<file path="config.mk">
export PLATFORM = sky130hd
export DESIGN_NAME = concatenador_sweep
export DESIGN_NICKNAME = d
export VERILOG_FILES = /design/src/rtl/concat_pkg.sv /design/src/rtl/concat_lane.sv /design/src/rtl/concatenador_sweep.sv
export SDC_FILE = /design/constraint.sdc
export NUM_CORES = 1
export LEC_CHECK = 0
export CAP_MARGIN = 0
export CORE_MARGIN = 4
export CORE_UTILIZATION = 50
export DETAILED_ROUTE_END_ITERATION = 8
export PLACE_DENSITY_LB_ADDON = 0.05
export REMOVE_ABC_BUFFERS = 1
export SLEW_MARGIN = 5
export SYNTH_ARGS = -nofsm -noshare
export SYNTH_HDL_FRONTEND = slang
export SYNTH_SLANG_ARGS = --single-unit
</file>
<file path="constraint.sdc">
create_clock -name clk -period 5.37 [get_ports clk]
set_clock_uncertainty 0.2 [all_clocks]
set_input_delay 1.611 -clock clk [delete_from_list [all_inputs] [get_ports clk]]
set_output_delay 1.611 -clock clk [all_outputs]
set_load 0.03 [all_outputs]
</file>
<file path="src/rtl/concat_pkg.sv">
// Shared types and helpers for the nonce-sweeping concatenator.
// Provides the block-width helper and the two-state controller encoding.
package concat_pkg;

    function automatic int blk_w(input int data_w, input int nonce_w);
        return data_w + nonce_w;
    endfunction

    typedef enum logic {
        IDLE = 1'b0,
        EMIT = 1'b1
    } concat_state_t;

endpackage

</file>
<file path="src/rtl/concat_lane.sv">
// One lane of an output block: {entry, base + iter}, where the nonce wraps modulo 2^NONCE_W.
module concat_lane
    import concat_pkg::*;
#(
    parameter int DATA_W  = 12,
    parameter int NONCE_W = 4
) (
    input  logic [DATA_W-1:0]                    i_entry_l,
    input  logic [NONCE_W-1:0]                   i_base_l,
    input  logic [NONCE_W-1:0]                   i_iter,
    output logic [blk_w(DATA_W, NONCE_W)-1:0]    o_lane
);

    logic [NONCE_W-1:0] w_nonce;

    assign w_nonce = i_base_l + i_iter;
    assign o_lane  = {i_entry_l, w_nonce};

endmodule

</file>
<file path="src/rtl/concatenador_sweep.sv">
// Payload concatenator with an internal nonce sweep: each accepted payload yields
// sweep_len+1 registered blocks whose lanes are {entry_l, base_l + iter}.
module concatenador_sweep
    import concat_pkg::*;
#(
    parameter int LANES   = 8,
    parameter int DATA_W  = 12,
    parameter int NONCE_W = 4,
    parameter int CNT_W   = 16
) (
    input  logic                                      clk,
    input  logic                                      reset,
    input  logic                                      in_valid,
    output logic                                      in_ready,
    input  logic                                      selector,
    input  logic [NONCE_W-1:0]                        sweep_len,
    input  logic [LANES*DATA_W-1:0]                   entry,
    input  logic [LANES*NONCE_W-1:0]                  nonce,
    input  logic                                      flush,
    output logic                                      out_valid,
    input  logic                                      out_ready,
    output logic [LANES*blk_w(DATA_W, NONCE_W)-1:0]   block_out,
    output logic                                      out_last,
    output logic [CNT_W-1:0]                          drop_cnt
);

    localparam int BLK_W = blk_w(DATA_W, NONCE_W);

    concat_state_t              r_state;
    concat_state_t              w_state_nxt;
    logic [NONCE_W-1:0]         r_iter;
    logic [NONCE_W-1:0]         w_iter_nxt;
    logic [NONCE_W-1:0]         w_iter_inc;
    logic [LANES*DATA_W-1:0]    r_entry;
    logic [LANES*DATA_W-1:0]    w_entry_nxt;
    logic [LANES*NONCE_W-1:0]   r_base;
    logic [LANES*NONCE_W-1:0]   w_base_nxt;
    logic [NONCE_W-1:0]         r_len;
    logic [NONCE_W-1:0]         w_len_nxt;
    logic                       r_valid;
    logic                       w_valid_nxt;
    logic                       r_last;
    logic                       w_last_nxt;
    logic                       w_load_blk;
    logic [LANES*BLK_W-1:0]     r_block;
    logic [LANES*BLK_W-1:0]     w_block_nxt;
    logic [CNT_W-1:0]           r_drop_cnt;
    logic                       w_accept;

    // A new payload can only be taken when the current sweep is finishing this cycle.
    assign in_ready   = reset && !flush &&
                        ((r_state == IDLE) || ((r_state == EMIT) && out_ready && r_last));
    assign w_accept   = in_valid && in_ready;
    assign w_iter_inc = r_iter + 1'b1;

    always_comb begin
        w_state_nxt = r_state;
        w_iter_nxt  = r_iter;
        w_entry_nxt = r_entry;
        w_base_nxt  = r_base;
        w_len_nxt   = r_len;
        w_valid_nxt = r_valid;
        w_last_nxt  = r_last;
        w_load_blk  = 1'b0;
        if (flush) begin
            w_state_nxt = IDLE;
            w_iter_nxt  = '0;
            w_valid_nxt = 1'b0;
            w_last_nxt  = 1'b0;
        end else if (w_accept && selector) begin
            w_state_nxt = EMIT;
            w_iter_nxt  = '0;
            w_entry_nxt = entry;
            w_base_nxt  = nonce;
            w_len_nxt   = sweep_len;
            w_valid_nxt = 1'b1;
            w_last_nxt  = (sweep_len == '0);
            w_load_blk  = 1'b1;
        end else if ((r_state == EMIT) && out_ready) begin
            if (r_last) begin
                w_state_nxt = IDLE;
                w_iter_nxt  = '0;
                w_valid_nxt = 1'b0;
                w_last_nxt  = 1'b0;
            end else begin
                w_iter_nxt  = w_iter_inc;
                w_last_nxt  = (w_iter_inc == r_len);
                w_load_blk  = 1'b1;
            end
        end
    end

    // Lanes are fed the next-cycle hold values so the block register loads in step with the FSM.
    for (genvar l = 0; l < LANES; l++) begin : g_lane
        concat_lane #(
            .DATA_W  (DATA_W),
            .NONCE_W (NONCE_W)
        ) u_lane (
            .i_entry_l (w_entry_nxt[l*DATA_W +: DATA_W]),
            .i_base_l  (w_base_nxt[l*NONCE_W +: NONCE_W]),
            .i_iter    (w_iter_nxt),
            .o_lane    (w_block_nxt[l*BLK_W +: BLK_W])
        );
    end

    always_ff @(posedge clk or negedge reset) begin
        if (!reset) begin
            r_state <= IDLE;
            r_iter  <= '0;
            r_entry <= '0;
            r_base  <= '0;
            r_len   <= '0;
            r_valid <= 1'b0;
            r_last  <= 1'b0;
            r_block <= '0;
        end else begin
            r_state <= w_state_nxt;
            r_iter  <= w_iter_nxt;
            r_entry <= w_entry_nxt;
            r_base  <= w_base_nxt;
            r_len   <= w_len_nxt;
            r_valid <= w_valid_nxt;
            r_last  <= w_last_nxt;
            if (w_load_blk) begin
                r_block <= w_block_nxt;
            end
        end
    end

    // Discarded payloads are counted; the counter sticks at all-ones.
    always_ff @(posedge clk or negedge reset) begin
        if (!reset) begin
            r_drop_cnt <= '0;
        end else if (w_accept && !selector && (r_drop_cnt != '1)) begin
            r_drop_cnt <= r_drop_cnt + 1'b1;
        end
    end

    assign out_valid = r_valid;
    assign out_last  = r_last;
    assign block_out = r_block;
    assign drop_cnt  = r_drop_cnt;

endmodule
</file>
## Yosys cells after proc, flatten, opt, wreduce, memory -nomap -nowiden

Index checks and enable logic that the tools add are counted.

- Equality and inequality tests: 2
- $add $sub $neg: 10
- Bitwise gates (word level): 2
- Muxes and demuxes: 20
- Reduce and logical (&&, ||, !) cells: 16

Operator list:

| kind | number |
|---|---|
| $mux W96 | 2 |
| $mux W32 | 2 |
| $add A4 B4 Y4 | 8 |
| $add A16 B1 Y16 const B | 1 |
| $mux W4 | 4 |
| $ne A16 B16 Y1 const B | 1 |
| $mux W1 | 12 |
| $logic_and A1 B1 Y1 | 8 |
| $reduce_bool A3 Y1 | 2 |
| $add A4 B1 Y4 const B | 1 |
| $eq A4 B4 Y1 | 1 |
| $logic_not A4 Y1 | 1 |
| $reduce_and A2 Y1 | 2 |
| $logic_not A1 Y1 | 2 |
| $not A1 Y1 | 2 |
| $logic_or A1 B1 Y1 | 1 |

- Input bits: 138
- Bits in registers: 282

## Longest topological paths before layout

- Depth in word-level cells: 9
- Mapped depth: 15

## By module

Synthesis repeated with hierarchy kept, for this count alone.

- Cell total of the unflattened synthesis: 1,119
- Area, all modules: 12,957.4 µm²

Modules (own cells, without submodules):

| module | area an instance (µm²) | cells each | sequential area each (µm²) | instances |
|---|---|---|---|---|
| concatenador_sweep | 11,436.0 | 951 | 7,056.8 | 1 |
| concat_lane | 190.2 | 21 | 0.0 | 8 |

## Worst setup path after synthesis

Ideal clock, no wire load.

- Path kind: in2reg
- Start: input out_ready
- End: register r_block[67], in the netlist block_out[67]
- Stages: 11
- Setup time: 0.124 ns
- Slack: 0.025 ns
- Arrival time: 5.021 ns
- Cell sequence: a21boi_4 -> nor2_4 -> buf_6 -> clkbuf_1 -> nor3_1 -> ha_1 -> a21o_1 -> and3_1 -> a311oi_1 -> xor2_1 -> o21ai_1

- Word-level cells in the longest chain between the ends: 9
- Elaborated cells between the ends (all ways): 15
- Those cells by class: add/sub (1); mux (8); reduce/logical (6)

RTL lines:

| item | line | source |
|---|---|---|
| start, declared | concatenador_sweep.sv:21 | `input logic out_ready,` |
| $logic_and A1 B1 Y1 (*) | concatenador_sweep.sv:52, concatenador_sweep.sv:79 |  |
| $logic_and A1 B1 Y1 | concatenador_sweep.sv:52 | `((r_state == IDLE) \|\| ((r_state == EMIT) && out_ready && r_last));` |
| $logic_or A1 B1 Y1 | concatenador_sweep.sv:52 |  |
| $logic_and A1 B1 Y1 | concatenador_sweep.sv:51 | `assign in_ready = reset && !flush &&` |
| $logic_and A1 B1 Y1 | concatenador_sweep.sv:53 | `assign w_accept = in_valid && in_ready;` |
| $logic_and A1 B1 Y1 | concatenador_sweep.sv:70 | `end else if (w_accept && selector) begin` |
| $mux W32 or $mux W4 (tied branches) | concatenador_sweep.sv:70 |  |
| $mux W32 or $mux W4 (tied branches) | concatenador_sweep.sv:65 | `if (flush) begin` |
| $add A4 B4 Y4 | concat_lane.sv:16 | `assign w_nonce = i_base_l + i_iter;` |
| end signal, assigned | concatenador_sweep.sv:125 | `r_block <= w_block_nxt;` |
| end, declared | concatenador_sweep.sv:45 | `logic [LANES*BLK_W-1:0] r_block;` |

Every way passes the cells marked *; elsewhere a longest branch is shown, timed or not.
A chain may end at the register's enable or synchronous reset.

## Worst setup path after layout

- Start: input out_ready
- End: output in_ready

- Word-level cells in the longest chain between the ends: 4

RTL lines:

| item | line | source |
|---|---|---|
| $logic_and A1 B1 Y1 (2 in a row) | concatenador_sweep.sv:52 |  |
| $logic_or A1 B1 Y1 | concatenador_sweep.sv:52 |  |
| $logic_and A1 B1 Y1 | concatenador_sweep.sv:51 |  |
| end, declared | concatenador_sweep.sv:14 | `output logic in_ready,` |

No other way between the ends.

==> flow_summary.json <==
{
  "run_status": "finished clean",
  "vias": 9130,
  "power_w": 0.006804,
  "overflow": 0,
  "synth_simple_gate_area_share_pct": 26.35,
  "worstRegToRegCells": 11,
  "clk_pin_slew_ns": 0.05,
  "n_fill_cell": 1857,
  "worstHoldStart": "r_entry[87]",
  "critical_path.slowest_cell": "clkdlybuf4s50_1",
  "ant_nets": 0,
  "routed_via_density": 4.888,
  "slew_headroom_pct": 29.27,
  "p_switching_w": 0.002209,
  "postLayoutCellArea_um2": 15790,
  "cts_max_level": 1,
  "use_met3_pct": 5.665,
  "ys_seq_area_share_pct": 60.04,
  "ios": 285,
  "timing.final.crit_share_pct": 93.94,
  "power_leakage_nw": 8.059,
  "yosys.area.top_type_share_pct": 60.04,
  "crit_arrival_ns": 3.23,
  "drt_wl_total_um": 30170,
  "dp_hpwl_um": 19920,
  "cts_buffer_depth": 3,
  "initial_core_util_pct": 51.29,
  "cts_setup_buffers": 0,
  "synth_compound_area_share_pct": 2.278,
  "synthAdderAreaFrac_pct": 4.024,
  "setup_viol": 0,
  "fp.dieArea_um2": 26020,
  "max_cap_viol_count": 0,
  "dpl_cell_area_um2": 14830,
  "period_needed_ns": 5.045,
  "finalSetupTns_ns": 0,
  "drc": 0,
  "vdd_drop_max_mv": 0.2976,
  "cts_tree": "done",
  "nets": 1706,
  "maxSlewViolCount": 0,
  "p_per_area_nw_per_um2": 431.0,
  "cp-start-kind": "input port",
  "reg2reg_from": "out_last",
  "rows": 55,
  "grt_pass1_wl_um": 49430,
  "clk_latency_ns": 0.53,
  "pwr-share-comb_pct": 29.3,
  "synth_mux_area_share_pct": 0.9474,
  "drive_gt1_share_pct": 5.080,
  "critical-path-top-cell-by-count": "clkdlybuf4s50_1",
  "hold_viol_final": 0,
  "synth_ff_type": "dfrtp_1",
  "post_drt_wl_per_cell_um": 16.15,
  "reg2reg_to": "block_out[35]",
  "areaGrowthSynthToFinish_pct": 34.30,
  "synth_top_family_by_area": "simple AND/OR/NAND/NOR gates",
  "grt_pass1_vias": 9497,
  "drt-initial-drc-count": 727,
  "busiest_layer": "met2",
  "fmax_mhz": 198.2,
  "r2r_setup_slack_ns": 2.19,
  "grt_max_degree": 89,
  "cts-hold-fix-buffers": 0,
  "max_slew.worst_pin.slew_ns": 1.061,
  "cp.required_ns": 3.56,
  "whs_path_depth": 2,
  "cts_buffers": 30,
  "yosys-top-cells-area": "dfrtp_1 (60%), nand2_1 (23%), ha_1 (2.7%)",
  "fin_util_pct": 68.88,
  "syn_area_um2": 11750,
  "clock-sinks": 282,
  "criticalPathCategory": "in2out",
  "antenna_cells": 0,
  "synth_top_area_cell": "dfrtp_1",
  "hold_end": "r_entry[87]",
  "worstSetupEndpointType": "output port",
  "p_int_w": 0.004595,
  "synth.avg_cell_area_um2": 9.321,
  "gp_congestion": 0.7891,
  "hp-class": "reg2reg",
  "synth_xor_area_share_pct": 3.353,
  "grt_use_met2_pct": 38.88,
  "grt_usage_pct": 23.22,
  "path_max_fanout": 5,
  "ys_warn_count": 0,
  "rsz0062_at_grt": "false",
  "synth_cells": 1261,
  "met1_usage_pct": 30.95,
  "swShare_pct": 32.47,
  "crit_path_cell_trace": "clkdlybuf4s50_1 -> a21boi_4 -> nor3b_1 -> clkdlybuf4s50_1",
  "synth_edf_count": 0,
  "die_x_um": 161.3,
  "die_h_um": 161.3,
  "port_buffers": 284,
  "postSynth.asyncResetShare_pct": 100.0,
  "antenna_found_initial": 1,
  "core_area_um2": 22920,
  "cts_resized": 0,
  "ys_ff_latch": 282,
  "clockPowerShare_pct": 29.1,
  "cts_root_buf": "clkbuf_16",
  "cp_slowest_stage_delay_ns": 0.70,
  "synth_cell_type_count": 45,
  "p_seq_share_pct": 41.6,
  "dr.pass1.iters": 5
}
[critical path: cells and delay by family]
kind / cells / cell delay [ns]
simple gates: 1 / 0.20
buf+inv: 2 / 1.29
compound gates: 1 / 0.12
[cells in the final DEF (no fill, tap or decap), types with 2 or more instances in the layout]
cell             synthesis  layout
a21o_1                   8       8
a21oi_1                  9       9
and3_1                   3       3
and4_1                   4       4
buf_12                   0       2
buf_4                    5      16
clkbuf_1                17      10
clkbuf_16                0      31
clkbuf_8                 0       9
clkdlybuf4s50_1          0     283
dfrtp_1                282     282
fa_1                     8       8
ha_1                    25      25
inv_1                    2       2
mux2_2                   9       9
nand2_1                733     733
nand2b_1                 2       2
nand3_1                  5       5
nand4_1                  4       4
nor2_1                  10       9
nor2_4                   1       2
nor2b_1                  3       3
nor3_1                   8       7
nor3b_1                  3       3
nor4_1                   3       3
nor4bb_1                 2       2
o21ai_0                  7       7
o21ai_1                  9       9
or2_4                    0       2
xnor2_1                 34      34
xor2_1                  11      11
[how the worst max path moves through the flow]
stage	start	end	slack, ns	cells after the start
detailed placement	out_ready	in_ready	0.34	4
finish	out_ready	in_ready	0.33	4
floorplan	flush	block_out[0]	-2.08	6
global route	out_ready	in_ready	0.23	4
CTS	out_ready	in_ready	0.33	4
global placement	out_ready	in_ready	0.36	4
[per-stage QoR]
stage	hold slack (ns)	worst slack, ns	cells
3_3_place_gp	0.2513	0.3572	1816
5_1_grt	0.2852	0.2262	1868
4_1_cts	0.2719	0.3281	1868
6_report	0.2671	0.3253	1868
2_1_floorplan	0.2406	-2.082	1201
3_5_place_dp	0.2576	0.3385	1816
[power by group through the flow]
stage	sequential (W)	combinational (W)	clock [W]
2_1_floorplan	0.00341	0.000505	0
3_3_place_gp	0.00285	0.00198	0
3_5_place_dp	0.00286	0.00201	0
4_1_cts	0.00284	0.00202	0.00203
5_1_grt	0.00289	0.00216	0.00211
6_report	0.00283	0.00199	0.00198
[sequential cells by signal, indices dropped and copies added, names as in the netlist, named ones only]
register   cells
block_out    128
r_entry       96
r_base        31
drop_cnt      16
r_iter         4
r_len          4
out_last       1
out_valid      1
[kinds of logic (layout without fill, tap and decap cells)]
logic type,after synthesis,after routing
and+or+nand+nor,786,786
adders and majority gates,33,33
muxes,10,10
DFF,282,282
AOI/OAI and AO/OA,42,42
xor gates and xnor gates,45,45
buffers and inverters,63,357
[metal layers]
metal | vias to the layer above | share of wire (%)
met3 | 49 | 6.7
met5 | - | 0.043
met2 | 247 | 48
met1 | 4364 | 43
li1 | 4468 | -
met4 | 2 | 2.1
[layout make-up]
| class | count | area (µm²) | area share [%] |
|---|---|---|---|
| repair buffers | 302 | 3008 | 19.06 |
| clock inverters | 2 | 18.77 | 0.1189 |
| multi-input cells | 916 | 4360 | 27.62 |
| inverters | 3 | 12.51 | 0.07926 |
| clock buffers | 50 | 937.1 | 5.937 |
| well taps | 313 | 391.6 | 2.481 |
| flip-flops and latches | 282 | 7057 | 44.71 |
[Yosys cell counts, types with 2 or more instances]
cell type    n
fa_1         8
nor3b_1      3
nor4bb_1     2
clkbuf_1    17
and3_1       3
nor2_1      10
inv_1        2
o21ai_1      9
a21oi_1      9
buf_6        8
nor4_1       3
nand4_1      4
nor2b_1      3
and4_1       4
mux2_2       9
xor2_1      11
nand2b_1     2
nand2_1    733
o21ai_0      7
buf_4        5
nor3_1       8
ha_1        25
buf_2       29
xnor2_1     34
dfrtp_1    282
nand3_1      5
a21o_1       8
Power figures use the tool's default switching activity.
